**src/rtl/rv32i_types.sv**
```systemverilog
// rv32i_types: shared types and constants for the LSQ data-memory path
package rv32i_types;
    localparam int LSQ_DEPTH = 8;
    localparam int PHYS_WIDTH = 6;
    localparam int ROB_IDX_WIDTH = 5;
    localparam logic [2:0] LB = 3'b000, LH = 3'b001, LW = 3'b010, LBU = 3'b100, LHU = 3'b101;
    typedef enum logic [1:0] {IDLE, LD_WAIT, ST_WAIT, LD_DROP} lsq_arb_state_t;
    // funct3[1:0] encodes access size for both signed and unsigned loads
    function automatic logic [3:0] load_rmask(input logic [2:0] funct3, input logic [1:0] off);
        return funct3[1:0] == 2'b00 ? 4'b0001 << off : funct3[1:0] == 2'b01 ? 4'b0011 << off : 4'b1111;
    endfunction
endpackage

```
**src/rtl/load_align.sv**
```systemverilog
// load_align: shifts cache read data down to the accessed bytes and extends per funct3
module load_align
    import rv32i_types::*;
(
    input  logic [31:0] rdata,
    input  logic [1:0]  off,
    input  logic [2:0]  funct3,
    output logic [31:0] data
);
    logic [31:0] sh;
    always_comb begin
        sh = rdata >> {off, 3'b000};
        data = funct3 == LB  ? {{24{sh[7]}}, sh[7:0]} :
               funct3 == LBU ? {24'b0, sh[7:0]} :
               funct3 == LH  ? {{16{sh[15]}}, sh[15:0]} :
               funct3 == LHU ? {16'b0, sh[15:0]} : sh;
    end
endmodule

```
**src/rtl/lsq_dmem_arbiter.sv**
```systemverilog
// lsq_dmem_arbiter: sequences the single data-cache port between LQ issue and SQ commit head
module lsq_dmem_arbiter
    import rv32i_types::*;
#(
    parameter int DEPTH = LSQ_DEPTH,
    parameter int STARVE_LIMIT = 4,
    localparam int ADDR_WIDTH = $clog2(DEPTH)
) (
    input  logic                     clk,
    input  logic                     rst,
    input  logic                     br_flush,
    input  logic                     lq_empty,
    input  logic                     ld_valid,
    input  logic [31:0]              ld_addr,
    input  logic [2:0]               ld_funct3,
    input  logic [PHYS_WIDTH-1:0]    ld_rd_paddr,
    input  logic [ROB_IDX_WIDTH-1:0] ld_rob_idx,
    input  logic                     st_valid,
    input  logic [ADDR_WIDTH-1:0]    st_index,
    input  logic [31:0]              st_addr,
    input  logic [3:0]               st_wmask,
    input  logic [31:0]              st_wdata,
    output logic                     lq_stall,
    output logic                     store_selected,
    output logic [ADDR_WIDTH-1:0]    store_selected_index,
    output logic [31:0]              dmem_addr,
    output logic [3:0]               dmem_rmask,
    output logic [3:0]               dmem_wmask,
    output logic [31:0]              dmem_wdata,
    input  logic                     dmem_resp,
    input  logic [31:0]              dmem_rdata,
    output logic                     ld_wb_valid,
    output logic [PHYS_WIDTH-1:0]    ld_wb_paddr,
    output logic [31:0]              ld_wb_data,
    output logic [ROB_IDX_WIDTH-1:0] ld_wb_rob_idx,
    output logic                     st_done
);
    localparam int CW = $clog2(STARVE_LIMIT) + 1;
    lsq_arb_state_t state, state_next;
    logic [31:0] req_addr, req_wdata, aligned;
    logic [2:0] req_funct3;
    logic [3:0] req_wmask;
    logic [PHYS_WIDTH-1:0] req_paddr;
    logic [ROB_IDX_WIDTH-1:0] req_rob_idx;
    logic [CW-1:0] starve_cnt;
    logic ld_prio, idle, st_grant, ld_grant, ld_resp;

    always_ff @(posedge clk) begin
        if (rst) state <= IDLE;
        else state <= state_next;
    end

    // a response always wins over a same-cycle flush; the flush then only suppresses writeback
    always_comb begin
        state_next = idle ? (st_grant ? ST_WAIT : ld_grant ? LD_WAIT : IDLE) :
                     dmem_resp ? IDLE :
                     (state == LD_WAIT && br_flush) ? LD_DROP : state;
    end

    // grant never looks at ld_valid on the store side, avoiding a loop through LQ can_issue
    always_comb begin
        idle = state == IDLE;
        st_grant = idle && st_valid && !ld_prio && !rst;
        ld_grant = idle && ld_valid && !st_grant && !br_flush && !rst;
        ld_resp = state == LD_WAIT && dmem_resp;
        store_selected = st_grant;
        store_selected_index = st_grant ? st_index : '0;
        lq_stall = !idle || st_grant;
        dmem_addr = {req_addr[31:2], 2'b00};
        dmem_wdata = req_wdata;
        dmem_rmask = (state == LD_WAIT || state == LD_DROP) ? load_rmask(req_funct3, req_addr[1:0]) : '0;
        dmem_wmask = state == ST_WAIT ? req_wmask : '0;
    end

    always_ff @(posedge clk) begin
        if (rst) begin
            req_addr <= '0;
            req_wdata <= '0;
            req_wmask <= '0;
            req_funct3 <= '0;
            req_paddr <= '0;
            req_rob_idx <= '0;
        end else if (st_grant) begin
            req_addr <= st_addr;
            req_wmask <= st_wmask;
            req_wdata <= st_wdata;
        end else if (ld_grant) begin
            req_addr <= ld_addr;
            req_funct3 <= ld_funct3;
            req_paddr <= ld_rd_paddr;
            req_rob_idx <= ld_rob_idx;
        end
    end

    load_align u_align (
        .rdata(dmem_rdata),
        .off(req_addr[1:0]),
        .funct3(req_funct3),
        .data(aligned)
    );

    always_ff @(posedge clk) begin
        if (rst) begin
            ld_wb_valid <= 1'b0;
            st_done <= 1'b0;
            ld_wb_data <= '0;
            ld_wb_paddr <= '0;
            ld_wb_rob_idx <= '0;
        end else begin
            ld_wb_valid <= ld_resp && !br_flush;
            st_done <= state == ST_WAIT && dmem_resp;
            if (ld_resp) begin
                ld_wb_data <= aligned;
                ld_wb_paddr <= req_paddr;
                ld_wb_rob_idx <= req_rob_idx;
            end
        end
    end

    // once ld_prio is set stores stay blocked, so the counter cannot run past the limit
    always_ff @(posedge clk) begin
        if (rst || br_flush || lq_empty || ld_grant) begin
            starve_cnt <= '0;
            ld_prio <= 1'b0;
        end else if (st_grant) begin
            starve_cnt <= starve_cnt + 1'b1;
            if (starve_cnt == CW'(STARVE_LIMIT - 1)) ld_prio <= 1'b1;
        end
    end

    assert property (@(posedge clk) disable iff (rst) !(idle && dmem_resp));
endmodule

```
**config.mk**
```make
export PLATFORM = sky130hd
export DESIGN_NAME = lsq_dmem_arbiter
export DESIGN_NICKNAME = d
export VERILOG_FILES = /design/src/rtl/rv32i_types.sv /design/src/rtl/load_align.sv /design/src/rtl/lsq_dmem_arbiter.sv
export SDC_FILE = /design/constraint.sdc
export NUM_CORES = 1
export LEC_CHECK = 0
export ABC_AREA = 1
export BUFFER_PORTS_ARGS = -buffer_cell sky130_fd_sc_hd__buf_2
export CAP_MARGIN = 10
export CORE_ASPECT_RATIO = 0.8
export CORE_UTILIZATION = 48
export CTS_BUF_LIST = sky130_fd_sc_hd__clkbuf_4 sky130_fd_sc_hd__clkbuf_8 sky130_fd_sc_hd__clkbuf_16
export DETAILED_ROUTE_END_ITERATION = 8
export PLACE_DENSITY = 0.86
export SYNTH_ARGS = -nofsm -noshare
export SYNTH_HDL_FRONTEND = slang
export SYNTH_SLANG_ARGS = --single-unit
```
**constraint.sdc**
```tcl
create_clock -name clk -period 2.08 [get_ports clk]
set_clock_uncertainty 0.1 [all_clocks]
set_input_delay 0.312 -clock clk [delete_from_list [all_inputs] [get_ports clk]]
set_output_delay 0.312 -clock clk [all_outputs]
set_load 0.05 [all_outputs]
```
After elaboration in Yosys (flattened, before gate mapping)
Index checks and enable logic that the tools add are counted.
{ "totals": {"output_inout_bits": 122, "wordCells": 71, "in_bits": 156, "ff_bits": 133} }
{ "classes": {"shift": 3, "n_eq_ne": 8, "add_sub_neg": 1, "bitwise": 1, "n_reduce_logical": 28, "n_mux": 16} }
{ "ops": {"columns": ["operator", "count"], "rows": [
  ["$mux W32", 6],
  ["$shr A32 B5 Y32", 1],
  ["$mux W4", 4],
  ["$logic_and A1 B1 Y1", 11],
  ["$mux W2", 4],
  ["$eq A3 B3 Y1 const B", 2],
  ["$logic_not A1 Y1", 5],
  ["$logic_or A1 B1 Y1", 5],
  ["$eq A2 B1 Y1 const B", 2],
  ["$eq A2 B2 Y1 const B", 2],
  ["$logic_not A2 Y1", 2],
  ["$reduce_and A2 Y1", 2],
  ["$shl A1 B2 Y4 const A", 1],
  ["$shl A2 B2 Y4 const A", 1],
  ["$add A3 B1 Y3 const B", 1],
  ["$eq A3 B1 Y1 const B", 1],
  ["$eq A3 B2 Y1 const B", 1],
  ["$logic_not A3 Y1", 1],
  ["$mux W3", 1],
  ["$reduce_bool A3 Y1", 1],
  ["$reduce_bool A2 Y1", 1],
  ["$mux W1", 1],
  ["$not A1 Y1", 1]
]} }

Logic depth before layout (Yosys ltp)
{ "depth": {"depth_word": 11, "ltp_mapped": 11, "mapped_depth_nobuf": 9} }

Hierarchy
Synthesis repeated with hierarchy kept, for this count alone.
{ "unflattened": {"hier_cells": 1041, "hier_area_um2": 6912.9} }
{ "modules_own_cells": {"columns": ["mod", "cells_per_inst", "n_inst", "area_per_inst_um2"], "rows": [
  ["lsq_dmem_arbiter", 830, 1, 5929.4],
  ["load_align", 211, 1, 983.4]
]} }

Worst setup path before layout
No wires, ideal clock.
{ "synth_timing": {"path_kind": "reg2out", "from": "register req_addr[0]", "to": "output dmem_rmask[2]", "slack_ns": -0.210, "arrival_ns": 1.878, "stages_incl_launch_ff": 8, "required_ns": 1.668, "path_buffers": 3, "path_cell_list": "dfxtp_1 > buf_2 > inv_2 > buf_4 > buf_2 > ha_1 > nor3_1 > nor2_1"} }
{ "synth_via": {"elab_chain_len": 4, "elab_cells_between_ends": 5, "cone_classes": "shift: 2; mux: 3"} }
{ "synth_lines": {"columns": ["item", "line", "rtl"], "rows": [
  ["start, declared", "lsq_dmem_arbiter.sv:40", "logic [31:0] req_addr, req_wdata, aligned;"],
  ["start signal, assigned", "lsq_dmem_arbiter.sv:84", "req_addr <= st_addr;"],
  ["start signal, assigned", "lsq_dmem_arbiter.sv:88", "req_addr <= ld_addr;"],
  ["$shl A2 B2 Y4", "rv32i_types.sv:10", "return funct3[1:0] == 2'b00 ? 4'b0001 << off : funct3[1:0] == 2'b01 ? 4'b0011 << off : 4'b1111;"],
  ["$mux W4", "rv32i_types.sv:10", null],
  ["$mux W4 (*)", "rv32i_types.sv:10", null],
  ["$mux W4 (*)", "lsq_dmem_arbiter.sv:71", "dmem_rmask = (state == LD_WAIT || state == LD_DROP) ? load_rmask(req_funct3, req_addr[1:0]) : '0;"],
  ["end, declared", "lsq_dmem_arbiter.sv:27", "output logic [3:0] dmem_rmask,"]
]} }
Every way passes the cells marked *; elsewhere a longest branch is shown, timed or not.

Final worst setup path
Same ends and word-level chain as after synthesis.

==> reports/metrics.cfg <==
[routing]
ant_nets = 0
vias = 6716
drc = 0
drt-total-wl_mm = 18.30
drt-vias-per-instance = 4.917
drtIter0Drc = 524
drtPass1Iterations = 6
wl_per_cell_um = 13.40

[final_layout]
drive_gt1_share_pct = 29.08
nets = 1339
fin_cells = 1366
finalInstanceArea_sq_um = 8334
utilization_pct = 64.99
nFillCells = 1175
syn_to_final_growth_pct = 32.03

[floorplanning]
die_w_um = 130.2
initial_core_util_pct = 49.22
num_rows = 37
die_height_um = 104.6
pin_count = 278
die_area_sq_um = 13620
fp.coreArea_sq_um = 12820

[yosys]
yosysMostFrequentCell = nand2_1
synth-edff-count = 0
synth.top_cell.area_share_pct = 42.18
ys_warn_count = 0
synth-simple-area-share_pct = 31.20
yosys.area_share.adder_pct = 1.189
synth_cell_type_count = 28
syn_area_per_cell_sq_um = 6.722
synth-xor-area-share_pct = 0.1388
ys_ff_latch = 133
synthFlopType = dfxtp_1
synth-compound-area-share_pct = 13.32
muxShareOfSynthArea_pct = 0
yosysTopAreaCell = dfxtp_1
synth_area_sq_um = 6312
synth.yosys.seq_area_share_pct = 42.18
synthCells = 939
synth_common_cells = nand2_1 (343), dfxtp_1 (133), o21ai_0 (104)
synthTopCellsByArea = dfxtp_1 (42%), nand2_1 (20%), o21ai_0 (8.2%), buf_4 (5.4%), nor2_1 (5.3%)
synthArstFlopShare_pct = 0
synth_top_family_by_area = simple AND/OR/NAND/NOR gates

[place]
port_buffers = 275
dp_hpwl_mm = 12.40
gp_congestion = 0.8679
dpl.cell_count = 1315
dpl_cell_area_sq_um = 7532

[setup_path]
worstSetupStartpointType = register
required_ns = 1.67
r2r-start = req_addr[1]
reg2reg_slack_ns = 0.30
r2r_cells = 9
critical_path.max_fanout = 8
r2r_end = ld_wb_data[13]
worstSetupEndpointType = primary output
arrival_ns = 1.60
startpoint = req_addr[0]
path_class = register to primary output

[min_path]
hp-start = st_wdata[9]
hp-class = primary input to register
min_to = dmem_wdata[9]
hold_depth = 3

[pwr]
power_leakage_nw = 4.411
power_density_nw_per_um2 = 902.8
irDropWorstVdd_mv = 0.6343

[global_route]
gr-total-overflow = 0
antenna_found_initial = 1
grt_pass1_wl_mm = 28.29
grt_pass1_vias = 5925
grt_usage_pct = 26.36
grt_start_max_net_pins = 63

[timing]
relSlewSlack_pct = 61.17
final_hold_viol_count = 0
finalMaxSlewViolations = 0
fmax_mhz = 496.9
rsz0062_at_grt = yes
setup_viol = 0
fin_crit_ns = 2.013
whs_ns = 0.005041
worstMarginPinSlew_ns = 0.5824
min_period_over_period_pct = 96.76

[clocking]
cts_made_buffers = 17
cts_tree = yes
clock_latency_ns = 0.42
clk_pin_slew_worst_paths_ns = 0.06
root_buffer = clkbuf_16
cts.sinks = 133
h-tree-depth = 4
clockBufferDepth = 2

[run]
maxCapViolations = 0

[run_status]
run_status = complete, no violations

layout make-up:
type                       instances  area (sq um)  area share, %
antenna                            1         2.502        0.03003
clock buffer                      19         452.9          5.435
clock inverter                    13         135.1          1.621
inverter                          54         203.9          2.447
multi-input combinational        660          2927          35.11
sequential                       133          2668          32.01
tap                              175         219.0          2.627
timing repair buffer             311          1727          20.72
placed cells by master (no fill, tap or decap), types with 2 or more instances in the layout:
cell,instances
a21oi_1,37
inv_6,6
nor3_1,2
o21ai_0,104
inv_1,49
clkbuf_8,2
nand2_1,342
clkinvlp_4,4
o21a_1,8
dfxtp_1,131
nor2_1,87
ha_1,6
nand2_2,3
buf_4,17
inv_8,2
nand3_1,48
dlygate4sd3_1,17
clkbuf_4,5
inv_2,4
clkbuf_16,17
conb_1,2
buf_2,270
nor2_2,3
o211ai_1,7
buf_12,2
power breakdown:
part	switching (W)	total, W	internal [W]
Combinational	0.00124	0.00173	0.000489
Sequential	0.0000987	0.00283	0.00273
Clock	0.00122	0.00297	0.00175
how the worst max path moves through the flow:
stage / to / slack (ns)
after floorplan: dmem_rmask[2] / 0.01
after global placement: store_selected_index[1] / 0.24
after detailed placement: req_addr[25] / 0.20
after CTS: store_selected_index[1] / 0.009
after global routing: dmem_rmask[2] / -0.03
final: dmem_rmask[2] / 0.07
logic make-up (layout without fill, tap and decap cells):
kind of cell,count (synthesis),after routing
XOR/XNOR,1,1
AO/OA/AOI/OAI,159,159
adder cells (fa/ha/maj),6,6
flip-flops,133,133
buffers and inverters,147,397
AND/OR/NAND/NOR,492,492
other,1,3
metrics by stage:
stage	setup WS, ns	setup TNS, ns	total power [W]
2_1_floorplan	0.01063	0	0.004170
3_3_place_gp	0.2384	0	0.004521
3_5_place_dp	0.1984	0	0.004545
4_1_cts	0.009191	0	0.007534
5_1_grt	-0.02834	-0.02834	0.007854
6_report	0.06738	0	0.007524
registers in the layout, indices dropped and copies added (netlist names):
signal	cells
req_paddr	6
starve_cnt	3
req_addr	32
ld_wb_valid	1
st_done	1
dmem_wdata	32
ld_wb_rob_idx	5
req_rob_idx	5
ld_wb_data	32
req_funct3	3
ld_prio	1
req_wmask	4
ld_wb_paddr	6
state	2
metal layers:
metal | global-route usage (%) | vias to the layer above | part of all wire [%]
met5 | 0 | - | 0
met4 | 8.638 | 0 | 1.7
met3 | 8.141 | 26 | 8.2
met2 | 43.12 | 287 | 48
met1 | 32.67 | 2998 | 42
li1 | - | 3405 | -
worst max-delay path: stages, from the launching register on:
cell     delay [ns]
dfxtp_2        0.35
inv_2          0.09
ha_1           0.31
nor3_2         0.18
nor2_2         0.05
buf_2          0.21
timing repair:
| action | in CTS | in global routing |
|---|---|---|
| hold buffers | 17 | 0 |
| setup buffers | 0 | 1 |
| endpoints found under the setup margin | 5 | 6 |
| gates resized for setup | 4 | 7 |
| endpoints found under the hold margin | 17 | 0 |
(Power assumes the default switching activity.)
